==> src/rtl/axi_st_llink_tx_pipe.sv <==
// rtl/axi_st_llink_tx_pipe.sv - AXI-Stream to Logic Link TX adapter with skid buffer, null filter and Gen1 pacing
//
// Purpose:
//   Accepts beats from an AXI-Stream source and packs tkeep/tdata/tuser into
//   one Logic Link TX FIFO word. A two-entry buffer (main + skid) lets
//   user_tready come straight from a flop without losing beats. With
//   KEEP_EN=1, beats whose tkeep is all zero are consumed and dropped. In
//   Gen1 mode the output side only presents data on every other cycle.
//   Saturating counters report beats sent and null beats dropped.
//
// Ports:
//   clk_wr          single clock, all state on the rising edge
//   rst_wr_n        asynchronous active-low reset
//   user_tkeep      AXI-ST byte enables (ignored when KEEP_EN=0)
//   user_tdata      AXI-ST data
//   user_tuser      AXI-ST sideband
//   user_tvalid     AXI-ST valid
//   user_tready     AXI-ST ready, straight from a flop
//   user_st_vld     Logic Link TX valid
//   txfifo_st_data  packed Logic Link TX word
//   user_st_ready   Logic Link TX ready
//   m_gen2_mode     1 = Gen2 (no pacing), 0 = Gen1 (half-rate pacing)
//   beat_cnt        beats sent on Logic Link, saturating
//   drop_cnt        null beats filtered, saturating

module axi_st_llink_tx_pipe #(
  parameter int TDATA_W = 128,
  parameter int TUSER_W = 1,
  parameter int KEEP_EN = 1,
  parameter int TKEEP_W = TDATA_W / 8,
  parameter int PKT_W   = KEEP_EN * TKEEP_W + TDATA_W + TUSER_W,
  parameter int CNT_W   = 16
) (
  input  logic               clk_wr,
  input  logic               rst_wr_n,
  input  logic [TKEEP_W-1:0] user_tkeep,
  input  logic [TDATA_W-1:0] user_tdata,
  input  logic [TUSER_W-1:0] user_tuser,
  input  logic               user_tvalid,
  output logic               user_tready,
  output logic               user_st_vld,
  output logic [PKT_W-1:0]   txfifo_st_data,
  input  logic               user_st_ready,
  input  logic               m_gen2_mode,
  output logic [CNT_W-1:0]   beat_cnt,
  output logic [CNT_W-1:0]   drop_cnt
);

  localparam logic [CNT_W-1:0] CNT_ONE = {{(CNT_W-1){1'b0}}, 1'b1};
  localparam logic [CNT_W-1:0] CNT_MAX = {CNT_W{1'b1}};

  // Main register feeds the output; skid register catches the one beat
  // that can arrive while ready is still high but main cannot drain.
  logic             m_v_q, m_v_d;
  logic [PKT_W-1:0] m_d_q, m_d_d;
  logic             s_v_q, s_v_d;
  logic [PKT_W-1:0] s_d_q, s_d_d;
  logic             rdy_q, rdy_d;
  logic             pace_q, pace_d;
  logic [CNT_W-1:0] beat_cnt_q, beat_cnt_d;
  logic [CNT_W-1:0] drop_cnt_q, drop_cnt_d;

  logic [PKT_W-1:0] pkt_in;
  logic             is_null;
  logic             acc_in;
  logic             acc_out;
  logic             store;

  generate
    if (KEEP_EN != 0) begin : g_keep
      assign pkt_in  = {user_tuser, user_tdata, user_tkeep};
      assign is_null = (user_tkeep == '0);
    end else begin : g_nokeep
      assign pkt_in  = {user_tuser, user_tdata};
      assign is_null = 1'b0;
    end
  endgenerate

  assign acc_in  = user_tvalid & rdy_q;
  assign acc_out = user_st_vld & user_st_ready;
  // Null beats are consumed at the handshake but never occupy a register.
  assign store   = acc_in & ~is_null;

  assign user_tready    = rdy_q;
  assign user_st_vld    = m_v_q & pace_q;
  assign txfifo_st_data = m_d_q;
  assign beat_cnt       = beat_cnt_q;
  assign drop_cnt       = drop_cnt_q;

  always_comb begin
    m_v_d = m_v_q;
    m_d_d = m_d_q;
    s_v_d = s_v_q;
    s_d_d = s_d_q;
    if (acc_out) begin
      if (s_v_q) begin
        // Skid advances into main; a new beat refills skid behind it.
        m_v_d = 1'b1;
        m_d_d = s_d_q;
        s_v_d = store;
        if (store) begin
          s_d_d = pkt_in;
        end
      end else begin
        // Main drains and is replaced in the same edge; skid stays empty.
        m_v_d = store;
        if (store) begin
          m_d_d = pkt_in;
        end
      end
    end else if (store) begin
      // rdy_q is low whenever skid is full, so a store here always fits.
      if (!m_v_q) begin
        m_v_d = 1'b1;
        m_d_d = pkt_in;
      end else begin
        s_v_d = 1'b1;
        s_d_d = pkt_in;
      end
    end
  end

  // Ready only drops once skid is holding a beat, so any beat accepted
  // while ready was high always has a register to land in.
  assign rdy_d = ~s_v_d;

  // Free-running toggle in Gen1, regardless of whether data is present.
  assign pace_d = m_gen2_mode ? 1'b1 : ~pace_q;

  always_comb begin
    beat_cnt_d = beat_cnt_q;
    if (acc_out && (beat_cnt_q != CNT_MAX)) begin
      beat_cnt_d = beat_cnt_q + CNT_ONE;
    end
  end

  always_comb begin
    drop_cnt_d = drop_cnt_q;
    if (acc_in && is_null && (drop_cnt_q != CNT_MAX)) begin
      drop_cnt_d = drop_cnt_q + CNT_ONE;
    end
  end

  always_ff @(posedge clk_wr or negedge rst_wr_n) begin
    if (!rst_wr_n) begin
      m_v_q      <= 1'b0;
      m_d_q      <= '0;
      s_v_q      <= 1'b0;
      s_d_q      <= '0;
      rdy_q      <= 1'b0;
      pace_q     <= 1'b1;
      beat_cnt_q <= '0;
      drop_cnt_q <= '0;
    end else begin
      m_v_q      <= m_v_d;
      m_d_q      <= m_d_d;
      s_v_q      <= s_v_d;
      s_d_q      <= s_d_d;
      rdy_q      <= rdy_d;
      pace_q     <= pace_d;
      beat_cnt_q <= beat_cnt_d;
      drop_cnt_q <= drop_cnt_d;
    end
  end

endmodule

==> config.mk <==
export PLATFORM = sky130hd
export DESIGN_NAME = axi_st_llink_tx_pipe
export DESIGN_NICKNAME = d
export VERILOG_FILES = /design/src/rtl/axi_st_llink_tx_pipe.sv
export SDC_FILE = /design/constraint.sdc
export NUM_CORES = 1
export LEC_CHECK = 0
export ABC_CLOCK_PERIOD_IN_PS = 3800
export BUFFER_PORTS_ARGS = -buffer_cell sky130_fd_sc_hd__buf_2
export CAP_MARGIN = 20
export CORE_MARGIN = 5
export CORE_UTILIZATION = 40
export CTS_CLUSTER_SIZE = 20
export DETAILED_ROUTE_END_ITERATION = 6
export GPL_TIMING_DRIVEN = 1
export PLACE_DENSITY = 0.58
export SYNTH_ARGS = -nofsm -noshare
export SYNTH_HDL_FRONTEND = slang
export SYNTH_SLANG_ARGS = --single-unit
==> constraint.sdc <==
create_clock -name clk_wr -period 3.8 [get_ports clk_wr]
set_clock_uncertainty 0.15 [all_clocks]
set_input_delay 0.95 -clock clk_wr [delete_from_list [all_inputs] [get_ports clk_wr]]
set_output_delay 0.95 -clock clk_wr [all_outputs]
set_load 0.03 [all_outputs]
==> results, run 1 <==
- The worst vdd rail ir drop is around 0.53 mV.
- The critical path is of the primary input to flop type.
- In this run, post-CTS hold repair placed 0 buffers.
- The switching share of power is 0.377.
- Wires add up to ~34 mm.
- The total vias in the final route is 9281.
- At the end of the flow, the number of nets in the layout was ~1600.
- The cell count after placement is 1838.
- Summed over all failing endpoints, the final setup total negative slack is 0 ns.
- The synthesized area is ~14000 um^2.
- The final standard cell count with taps included and fillers excluded is 1907.
- The type of origin of the critical path is a primary input.
- Once detailed placement completed, the half-perimeter wirelength came to 23.6 mm.
- The endpoint identified for the worst register-to-register timing path is txfifo_st_data[134].
- The overall fraction of global-route tracks in use is 0.168.
- Setup violations remaining at the end of the flow were counted as 0.
- For this configuration, the core starts out at a cell density of 0.406.
- The final estimated routing congestion in global placement is 0.816.
- The critical register-to-register path startpoint is pace_q.
- Entering global routing, the biggest net connects 131 pins.
- Walking the worst path, the cells encountered are buf_2 > nor4_2 > nand4_2 > nor3b_4 > nand2_8 > buf_4 > mux2_4.
- The number of warnings reported in the yosys synthesis log is 0.
- Setup repair after global routing left no endpoint under its margin.
- The CTS tree is done.
- The number of flip-flops and latches in the synthesized netlist is 326.
- The total cell area at the placement stage is 16100 um^2.
- The first-iteration detailed-routing DRC count is 280.
- The area enclosed by the die boundary is 39000 um^2.
- In this run the post-CTS setup repair buffer count came out at 0.
- The later pin in the worst-skew pair is clocked with a latency of 0.51 ns.
- The worst-case clock buffer depth is 3.
- The first-pass GRT wire length is 53.4 mm.
- Counting I/O delays and the setup requirement, the final critical path takes approximately 2.7 ns.
- Measured against its own limit, the worst slew margin works out to 0.542.
- The number of antenna violations at the first check in global routing is 10.
- For flop-to-flop paths, the worst setup slack is 1.28 ns.
- The portion of total power attributed to sequential cells is 0.394.
- During placement, the flow inserted port buffers numbering between 300 and 400.
- In the final layout, the share of cells above drive strength 1 is 0.395.
- The average size of a mapped cell is 12.8 um^2.
- Post-CTS repair changed the size of 0 cells.
- The hold violation count in the final report was 0.
- Internal power comes to around 0.0094 W.
- The power per standard cell area is 868 nW/um^2.
- The remaining routing DRC violations is 0.
- The final design utilization is 0.500.
- The worst hold path belongs to the class primary input to async pin.
- The net switching power is 0.00567 W.
- In this run the number of H-tree levels came out at 2.
- The leakage power is 8.31 nW.
- The transition time at the pin with the least slew margin is approximately 0.69 ns.
- The count of nets left with antenna violations once routing finished came out at 0.
- The longest individual stage delay on the worst path is 0.45 ns.
- The critical-path cell with the highest stage delay is sky130_fd_sc_hd__nor4_2.
- After clock tree synthesis, the clock-pin slew on the worst setup and hold paths is 0.06 ns.
- The number of standard-cell rows in the floorplan is 68.
- The tree is rooted in a sky130_fd_sc_hd__clkbuf_16.
- 329 I/O pins were placed.
- In the final routed layout, each cell accounts on average for 17.6 um.
- Synthesis instantiated 43 different standard cells from the library.
- STA classifies the critical path endpoint as a flop.
- The via count of the first global-routing pass is 9442.
- The area growth from synthesis to layout is 23.2%.
- The die span in x is 197 um.
- The most common library cell in the layout ignoring fill and taps is sky130_fd_sc_hd__buf_2.
- At the placement stage, the worst setup path has a slack of 0.548 ns.
- In the layout the commonest cells are 327 x sky130_fd_sc_hd__buf_2, 325 x sky130_fd_sc_hd__dfrtp_1, 159 x sky130_fd_sc_hd__nand2_1, 146 x sky130_fd_sc_hd__mux2i_1, 111 x sky130_fd_sc_hd__o21ai_0.
- The flow ran to the end, and the final reports show no timing, DRC or antenna violations.
- The synthesized instance count is 1094.
- The critical path contains buffers and inverters numbering 2 combined.
- The highest achievable clock rate is ~380 MHz.
- The final global-route overflow total is 0.
- The placeable core area is 34600 um^2.
- The reported max-cap violation count is 0.
- In this run the worst path has a maximum fanout of 33.
- The data required time of the worst path is 4.05 ns.
- Using the TritonRoute via totals, the vias-per-cell ratio works out to 4.87.
- The clock net in this run drives a total of 326 sinks.
- The data arrival at the endpoint of the critical path is slightly below 3 ns.
- The number of optimization iterations in the first detailed-route pass is 4.
- Of the total power, combinational logic draws 0.378.
- The share of the yosys chip area belonging to registers is 0.580.
- The share of total power dissipated in the clock network is 0.228.
- The cell depth of the worst flop-to-flop path is 5.
- The final max-slew violation count is 0.
- The number of clock buffers added by TritonCTS is 37.
- Of the available clock period, the critical path in the final layout requires 0.701.
- The die is 197 um tall.
- With fillers left out, the area of the finished cells amounts to about 17000 um^2.
- The number of nets in the synthesized netlist is 1246.
- In the post-route analysis, the smallest setup slack over all paths is around 1.1 ns.
- In this design, the largest share of critical-path delay is due to simple AND/OR/NAND/NOR gates.
[power groups by stage]
stage | clock network (W) | logic [W] | registers, W
2_1_floorplan | 0 | 0.00277 | 0.00728
3_3_place_gp | 0 | 0.00565 | 0.00594
3_5_place_dp | 0 | 0.00578 | 0.00596
4_1_cts | 0.00355 | 0.00578 | 0.00593
5_1_grt | 0.00368 | 0.00616 | 0.00612
6_report | 0.00343 | 0.00569 | 0.00592
[cells in the mapped netlist, drive strengths merged]
master,count,area share
buf,48,0.028
nor3,3,0.0014
clkbuf,17,0.0055
nand2b,3,0.0013
xnor2,19,0.012
o21bai,1,0.00053
dfrtp,325,0.58
nor2,11,0.0029
inv,6,0.0016
a21boi,1,0.00080
a211oi,2,0.0011
a31oi,1,0.00045
nand4,9,0.0045
a21oi,1,0.00036
o21ai,146,0.052
a41oi,1,0.00062
nand2,160,0.043
nand3,11,0.0039
mux2,148,0.13
and3,7,0.0031
and4,5,0.0031
ha,2,0.0018
or3,1,0.00045
and2,4,0.0018
dfstp,1,0.0019
nor3b,1,0.0013
xor2,8,0.0050
mux2i,146,0.10
nor4,5,0.0059
o211a,1,0.00071
[how the worst max path moves through the flow]
stage,depth (start not counted),to,slack [ns],startpoint
after floorplan,7,s_d_q[100],1.21,user_tkeep[15]
after global placement,7,s_d_q[121],0.61,user_tkeep[15]
after detailed placement,7,s_d_q[98],0.55,user_tkeep[15]
after CTS,7,s_d_q[118],1.10,user_tkeep[15]
after global routing,7,s_d_q[37],1.02,user_tkeep[15]
final,7,s_d_q[118],1.13,user_tkeep[15]
[metrics by stage]
stage               hold slack, ns  power [W]
global placement             0.309     0.0116
CTS                          0.277     0.0153
floorplan                    0.299     0.0100
global route                 0.300     0.0160
finish                       0.271     0.0150
detailed placement           0.313     0.0117
[area by class of cell]
| type | instances | area (um^2) |
|---|---|---|
| antenna | 5 | 12.5 |
| clock buffer | 51 | 1040 |
| clock inverter | 13 | 125 |
| fill | 3102 | 17300 |
| inverter | 6 | 22.5 |
| multi-input combinational | 697 | 5420 |
| sequential | 326 | 8160 |
| tap | 455 | 569 |
| timing repair buffer | 354 | 1970 |
[flip-flops by register name (all words and copies together), names as in the netlist]
signal	count
s_d_q	145
txfifo_st_data	145
beat_cnt	16
drop_cnt	16
m_v_q	1
pace_q	1
s_v_q	1
user_tready	1
[layer usage]
layer	vias up	routed length, um	share of wire	track usage
li1	4477	-	-	-
met1	4519	15300	0.46	0.239
met2	227	15100	0.45	0.255
met3	48	2620	0.078	0.0520
met4	10	489	0.015	0.0383
met5	-	62	0.0018	0
[cells by family (layout without fill, tap and decap cells)]
group           after synthesis  after routing  synth area share
mux                         294            294             0.236
flops                       326            326             0.580
fa+ha+maj                     2              2           0.00178
compound gates              154            154            0.0568
other cells                   0              5                 0
simple gates                220            220            0.0730
buf+inv                      71            424            0.0352
xor+xnor                     27             27            0.0168
Note: power is estimated with default switching activity, not from simulation.
==> run 2: changes to the inputs <==
- ABC_AREA: unset -> 1
- ABC_CLOCK_PERIOD_IN_PS: 3800 -> 2300
- PLACE_DENSITY: 0.58 -> 0.6
- clock period: 3.8 -> 2.3 ns (I/O delays scaled with it)
==> results, run 2 <==
- The run finished with clean final reports.
- STA classifies the critical path endpoint as an output pin.
- The share of the yosys chip area belonging to registers is 0.518 (-0.0624).
- The distinct cell type count after synthesis was 30 (-30%).
- The placeable core area came to 38800 um^2 (+12%).
- The number of flip-flops and latches in the synthesized netlist came to 326 (unchanged).
- The basic-gate share of the synthesized area counting and, or, nand and nor cells is 0.258 (+0.185).
- Ranked by total cell area, the synthesized netlist is headed by sky130_fd_sc_hd__dfrtp_1 52%, sky130_fd_sc_hd__nand2_1 15%, sky130_fd_sc_hd__o21ai_2 5.3%.
- In the layout the commonest cells are 646 x sky130_fd_sc_hd__nand2_1, 327 x sky130_fd_sc_hd__buf_2, 325 x sky130_fd_sc_hd__dfrtp_1, 169 x sky130_fd_sc_hd__inv_1, 160 x sky130_fd_sc_hd__nand3_1.
- The data arrival at the endpoint of the critical path is 1.38 ns (-1.53 ns).
- The synthesized instance count is 1883 (+72%).
- The via count of the first global-routing pass is 13107 (+39%).
- The final clock period utilization by the worst path is 0.915.
- The placement-stage worst setup slack is 0.00706 ns (-0.541 ns).
- TritonCTS built the clock tree.
- The final design utilization came to 0.499 (-0.00157).
- The synthesized net count came to 2035 (+63%).
- The clock-pin slew on the worst setup and hold paths was 0.06 ns (about the same).
- STA classifies the critical path startpoint as a flop.
- The hold violation count in the final report is 0 (unchanged).
- The async set-reset flop share out of synthesis is 1.00 (unchanged).
- The area of combinational cells with multiple inputs is 6150 um^2 (+13%).
- The number of sinks handled by clock tree synthesis is 326 (unchanged).
- The HPWL after detailed placement came to 29.4 mm (+25%).
- The number of primary I/O pins is 329 (unchanged).
- The average wire per standard cell is 15.4 um (-12%).
- The adder and majority gate portion of the synthesized area is 0.00159 (-0.000191).
- The synthesized-area fraction occupied by ao, oa, aoi and oai cells is 0.117 (+0.0606).
- The final max-slew violation count is 0 (unchanged).
- The share of post-route cells with drive strength above 1 is 0.290 (-0.105).
- The final worst slack is 0.197 ns (-0.938 ns).
- The fraction of synthesized cell area taken by the top area cell type is 0.516 (-0.0622).
- Leaving out fill and tap cells, the most frequent cell in the layout is sky130_fd_sc_hd__nand2_1.
- The final global-route overflow total came to 0 (unchanged).
- The final estimated routing congestion in global placement is 0.886 (+8.6%).
- The worst hold-check path type is primary input to flop.
- sky130_fd_sc_hd__nand2_1 is the most common cell in the netlist.
- The worst path in the final design needs a cycle of 2.10 ns, including I/O delays and setup.
- The register area is 8160 um^2 (unchanged).
- The number of antenna violations at the first check in global routing came to 7 (-3).
- The reported max-cap violation count is 0 (unchanged).
- The data required time of the worst path was 1.57 ns (-2.48 ns).
- The post-synthesis xor/xnor area fraction is 0.0117 (-0.00515).
- The maximum fanout along the worst path is 3 (-91%).
- The number of setup violations in the final report is 0 (unchanged).
- The total negative slack for setup checks was 0 ns (unchanged).
- The leakage power is 10.6 nW (+27%).
- The clock root buffer is sky130_fd_sc_hd__clkbuf_16.
- The number of warnings reported in the yosys synthesis log is 0 (unchanged).
- The power per standard cell area is 635 nW/um^2 (-27%).
- The share of cell area taken by muxes after synthesis is 0 (-0.236).
- The worst-case clock buffer depth is 3 (unchanged).
- The worst vdd rail ir drop came to 0.507 mV (-4.2%).
- The synthesized area is 15700 um^2 (+12%).
- In the synthesized netlist, the cells that appear most often are 646 x sky130_fd_sc_hd__nand2_1, 325 x sky130_fd_sc_hd__dfrtp_1, 169 x sky130_fd_sc_hd__inv_1.
- The first-iteration detailed-routing DRC count is 720 (+160%).
- The filler cell count in the final layout is 3698 (+19%).
- Static timing analysis puts the maximum clock frequency at about 480 MHz.
- The relative max-transition margin is 0.424 (-0.118).
- The number of optimization iterations in the first detailed-route pass is 5 (+1).
- The first-pass GRT wire length is 69.7 mm (+31%).
- The leading area contributor after synthesis is sky130_fd_sc_hd__dfrtp_1.
- The detail-routed via count per cell came to 4.84 (-0.58%).
- The number of synthesized flops with an enable pin is 0 (unchanged).
- The vertical extent of the die was 208 um (+5.6%).
- The overall fraction of global-route tracks in use was 0.192 (+0.0244).
- The worst hold slack across all endpoints came to 0.0660 ns (-0.205 ns).
- The cell area after layout is 19400 um^2 (+12%).
- The sum of routed wire length over all layers came to 42.3 mm (+26%).
- The main flop type after synthesis is sky130_fd_sc_hd__dfrtp_1.
- The average size of a mapped cell is 8.36 um^2 (-35%).
- The pin count of the biggest net entering global routing was 107 (-18%).
- The H-tree depth reported by CTS was 2 (unchanged).
- The number of standard-cell rows in the floorplan came to 72 (+5.9%).
- From synthesis to final layout, the design area changed by 22.9%.
- The transition time at the pin with the least slew margin is 0.864 ns (+0.177 ns).
- The number of antenna-violating nets in the routed design is 0 (unchanged).
- The worst setup path category is flop to output pin.
- The total vias in the final route was 13282 (+43%).
- The total cell area at the placement stage is 18100 um^2 (+12%).
- The quantity of I/O buffers inserted on ports is 328 (unchanged).
- The remaining routing DRC violations is 0 (unchanged).
- The area enclosed by the die boundary was 43400 um^2 (+11%).
- The net total in the final layout is 2350 (+49%).
- Setup repair after global routing left no endpoint under its margin.
- The starting density of the core was 0.406 (about the same).
- The insertion delay to the later sink of the worst-skew pair was 0.54 ns (+0.03 ns).
- The clock buffer count from CTS is 38 (+2.7%).
- The die span in x came to 208 um (+5.6%).
- The largest family of logic cells by synthesized area is simple AND/OR/NAND/NOR gates.
- The antenna diode instance count is 0 (-5).
run 2: cell count changes after synthesis, sizes merged, moves of 5 or more:
| cell | change |
|---|---|
| nand2 | +577 |
| inv | +164 |
| nand3 | +152 |
| o21ai | +150 |
| mux2 | -148 |
| mux2i | -146 |
| buf | +37 |
| nor2 | +33 |
| clkbuf | +13 |
| xnor2 | -8 |
| and3 | -7 |
| and4 | -5 |
| nand4 | -5 |
| nor4 | -5 |
run 2: cell type report:
cell class | count | area share
Clock inverter | 8 | 0.00368
Clock buffer | 61 | 0.0620
Inverter | 170 | 0.0331
Multi-Input combinational cell | 1272 | 0.317
Sequential cell | 326 | 0.421
Timing Repair Buffer | 390 | 0.129
Tap cell | 518 | 0.0335
run 2: routing by layer:
| layer | vias up | part of all wire | global-route usage |
|---|---|---|---|
| li1 | 6576 | - | - |
| met1 | 6235 | 0.45 | 0.269 |
| met2 | 384 | 0.45 | 0.298 |
| met3 | 73 | 0.071 | 0.0474 |
| met4 | 14 | 0.023 | 0.0573 |
| met5 | - | 0.0018 | 0 |
run 2: logic make-up (layout without fill, tap and decap cells):
kind of cell | after synthesis | in the layout
compound gates | 297 | 297
xor+xnor | 21 | 21
fa+ha+maj | 2 | 2
buf+inv | 285 | 629
flops | 326 | 326
simple gates | 952 | 952
run 2: timing repair:
item	in CTS	in global routing
hold buffers	1	0
gates resized for setup	0	1
buffers inserted	0	0
setup endpoints to repair	0	15
endpoints found under the hold margin	26	0
run 2: worst max-delay path, cell delays in order (launching register included):
cell	delay, ns
sky130_fd_sc_hd__dfstp_2	0.55
sky130_fd_sc_hd__nand2_1	0.05
sky130_fd_sc_hd__inv_1	0.06
sky130_fd_sc_hd__buf_2	0.19
run 2: where the power goes:
group / switching (W) / internal, W / leakage [nW]
combinational: 0.000304 / 0.000177 / 5.40
clock: 0.00238 / 0.00369 / 0.627
sequential: 0.00000111 / 0.00574 / 4.54
run 2: final timing paths:
check                      slack [ns]  cells past startpoint         from                  end
max                              0.20                      3       pace_q          user_st_vld
min                              0.07                      3  m_gen2_mode               pace_q
max reg2reg                      0.27                      6        m_v_q   txfifo_st_data[40]
min reg2reg                      0.32                      1       pace_q               pace_q
max in group asynchronous        0.93                      3     rst_wr_n  txfifo_st_data[131]
min in group asynchronous        0.36                      2     rst_wr_n   txfifo_st_data[55]
run 2: through the flow:
step                      total power [W]  instances
after global placement            0.00633       2675
after CTS                          0.0125       2745
after global routing               0.0128       2745
after detailed placement          0.00634       2675
after floorplan                   0.00599       1883
final                              0.0123       2745
==> run 3: changes to the inputs <==
==> constraint.sdc (replaced) <==
create_clock -name clk_wr -period 2.3 [get_ports clk_wr]
set_clock_uncertainty 0.15 [all_clocks]
set_input_delay 0.345 -clock clk_wr [delete_from_list [all_inputs] [get_ports clk_wr]]
set_output_delay 0.345 -clock clk_wr [all_outputs]
set_load 0.03 [all_outputs]
==> results, run 3 (synthesis results as in run 2) <==
- The detail-routed via count per cell was 4.79 (-0.99%).
- The H-tree depth reported by CTS was 2 (unchanged).
- The placement-stage worst setup slack is 0.150 ns (+0.143 ns).
- The cell count along the critical path came to 6 (+3).
- The die span in x came to 208 um (unchanged).
- The final global-route overflow total is 0 (unchanged).
- The data arrival at the endpoint of the critical path was 2.40 ns (+1.02 ns).
- The final clock period utilization by the worst path is 0.928 (+0.0135).
- The final max-slew violation count came to 0 (unchanged).
- The number of antenna-violating nets in the routed design is 0 (unchanged).
- The worst-case clock buffer depth is 3 (unchanged).
- The start point of the worst hold path is user_tvalid.
- The placeable core area is 38800 um^2 (unchanged).
- The type of origin of the critical path is a flop.
- The final worst slack is 0.166 ns (-0.0310 ns).
- The flop-to-flop setup slack is 0.17 ns (-0.10 ns).
- In this run the critical register-to-register path is captured at txfifo_st_data[65].
- The flow ran to the end, and the final reports show no timing, DRC or antenna violations.
- The critical path in this run is classified as flop to flop.
- The pin count of the biggest net entering global routing is 147 (+37%).
- The post-route minimum period was 2.13 ns (+0.0310 ns).
- The number of sinks handled by clock tree synthesis is 326 (unchanged).
- The number of primary I/O pins is 329 (unchanged).
- The reported max-cap violation count came to 0 (unchanged).
- The remaining routing DRC violations came to 0 (unchanged).
- The insertion delay to the later sink of the worst-skew pair came to 0.55 ns (about the same).
- The worst hold path terminates at m_v_q.
- The first-pass GRT wire length is 73.0 mm (+4.8%).
- The via count of the first global-routing pass is 13779 (+5.1%).
- The average wire per standard cell is 15.2 um (-1.2%).
- The clock buffer count from CTS is 39 (+2.6%).
- The largest individual stage delay along the critical path comes from the cell sky130_fd_sc_hd__dfstp_2.
- The share of post-route cells with drive strength above 1 came to 0.265 (-0.0254).
- The most common library cell in the layout ignoring fill and taps is sky130_fd_sc_hd__nand2_1.
- Counting stages on the worst path, the most repeated cell is sky130_fd_sc_hd__nand2_1.
- The transition time at the pin with the least slew margin is 0.741 ns (-0.123 ns).
- The total negative slack for setup checks is 0 ns (unchanged).
- The power per standard cell area is 611 nW/um^2 (-3.8%).
- The maximum fanout along the worst path is 124 (+121).
- From synthesis to final layout, the design area changed by 30.8%.
- The hold violation count in the final report is 0 (unchanged).
- The quantity of I/O buffers inserted on ports is 328 (unchanged).
- The worst register-to-register path begins at pace_q.
- The CTS tree is done.
- Setup repair after global routing left no endpoint under its margin.
- The worst hold path cell count is 5 (+2).
- The net total in the final layout is 2475 (+5.3%).
- The total vias in the final route is 13754 (+3.6%).
- The kind of cell with the highest combined delay along the critical path is simple AND/OR/NAND/NOR gates.
- The number of setup violations in the final report is 0 (unchanged).
- The worst hold-check path type is primary input to flop.
- Clock tree synthesis selected as its root buffer the cell sky130_fd_sc_hd__clkbuf_16.
- The signal on the critical path passes through nand3_2 > nor2_4 > buf_12 > o21ai_0 > nand2_1 > nand2_1.
- The starting density of the core is 0.406 (unchanged).
- The first-iteration detailed-routing DRC count is 726 (+0.83%).
- The final estimated routing congestion in global placement is 0.870 (-1.7%).
- The overall fraction of global-route tracks in use is 0.201 (+0.00889).
- The highest achievable clock rate is 469 MHz (-1.5%).
- The number of antenna violations at the first check in global routing is 2 (-5).
- The cell depth of the worst flop-to-flop path is 6 (unchanged).
- The number of standard-cell rows in the floorplan came to 72 (unchanged).
- In the layout the commonest cells are 646 x sky130_fd_sc_hd__nand2_1, 327 x sky130_fd_sc_hd__buf_2, 325 x sky130_fd_sc_hd__dfrtp_1, 169 x sky130_fd_sc_hd__inv_1, 160 x sky130_fd_sc_hd__nand3_1.
- The buffers plus inverters on the worst setup path came to 1 (-1).
- The vertical extent of the die came to 208 um (unchanged).
- The number of optimization iterations in the first detailed-route pass was 5 (unchanged).
- The data required time of the worst path is 2.56 ns (+0.99 ns).
- The longest individual stage delay on the worst path was 0.54 ns (about the same).
- The area enclosed by the die boundary was 43400 um^2 (unchanged).
- The sum of routed wire length over all layers came to 43.7 mm (+3.3%).
- The relative max-transition margin was 0.506 (+0.0817).
- The HPWL after detailed placement is 28.1 mm (-4.5%).
- The leakage power was 11.0 nW (+4.5%).
- The worst vdd rail ir drop is 0.445 mV (-12%).
- The total cell area at the placement stage is 17800 um^2 (-1.3%).
- The kind of end point of the critical path is a flop.
- The cell area after layout is 20600 um^2 (+6.4%).
- The clock-pin slew on the worst setup and hold paths was 0.06 ns (about the same).
## run 3: cell count changes in the layout (fill, tap and decap cells not counted), moves of 5 or more
cell,before,now
sky130_fd_sc_hd__buf_12,30,24
sky130_fd_sc_hd__buf_4,31,14
sky130_fd_sc_hd__clkbuf_8,10,5
sky130_fd_sc_hd__dlygate4sd3_1,1,147
## run 3: report_power, final
group | switching, W | internal [W] | leakage [nW]
combinational | 0.000340 | 0.000336 | 5.88
clock | 0.00241 | 0.00375 | 0.624
sequential | 0.00000101 | 0.00574 | 4.54
## run 3: layer usage
metal	GRT usage	routed length, um	part of all wire
met2	0.322	20000	0.46
met5	0	0	0
met1	0.273	19700	0.45
met3	0.0449	2730	0.062
met4	0.0680	1310	0.030
## run 3: stage by stage
step | utilization | cells | power, W | hold slack, ns
after floorplan | - | 1883 | 0.00599 | -0.101
after global placement | 0.459 | 2653 | 0.00633 | 0.212
after detailed placement | 0.459 | 2653 | 0.00633 | 0.211
after CTS | 0.530 | 2868 | 0.0128 | 0.0803
after global routing | 0.530 | 2870 | 0.0131 | 0.127
final | 0.530 | 2871 | 0.0126 | 0.121
## run 3: repair_timing
action / 4_1_cts / 5_1_grt
buffers inserted: 0 / 0
hold buffers: 147 / 0
gates resized for setup: 0 / 2
endpoints found under the setup margin: 0 / 18
hold endpoints to repair: 222 / 0
## run 3: worst reg2reg max path, cell delays in order (launching register included)
cell	delay, ns
sky130_fd_sc_hd__dfstp_2	0.54
sky130_fd_sc_hd__nand3_2	0.16
sky130_fd_sc_hd__nor2_4	0.31
sky130_fd_sc_hd__buf_12	0.37
sky130_fd_sc_hd__o21ai_0	0.30
sky130_fd_sc_hd__nand2_1	0.12
sky130_fd_sc_hd__nand2_1	0.06
## run 3: layout make-up
cell class / instances / area [um^2]
sequential: 326 / 8160
clock buffer: 55 / 1090
clock inverter: 13 / 184
fill: 3572 / 18200
antenna: 3 / 7.51
timing repair buffer: 514 / 3720
tap: 518 / 648
inverter: 170 / 641
multi-input combinational: 1272 / 6150
## run 3: how the worst max path moves through the flow
stage / from / endpoint / slack (ns)
2_1_floorplan: beat_cnt[0] / beat_cnt[13] / 0.41
3_5_place_dp: beat_cnt[0] / beat_cnt[14] / 0.15
6_report: pace_q / txfifo_st_data[65] / 0.17
4_1_cts: beat_cnt[0] / beat_cnt[3] / 0.11
5_1_grt: user_tkeep[14] / txfifo_st_data[56] / 0.004
3_3_place_gp: beat_cnt[0] / beat_cnt[6] / 0.19
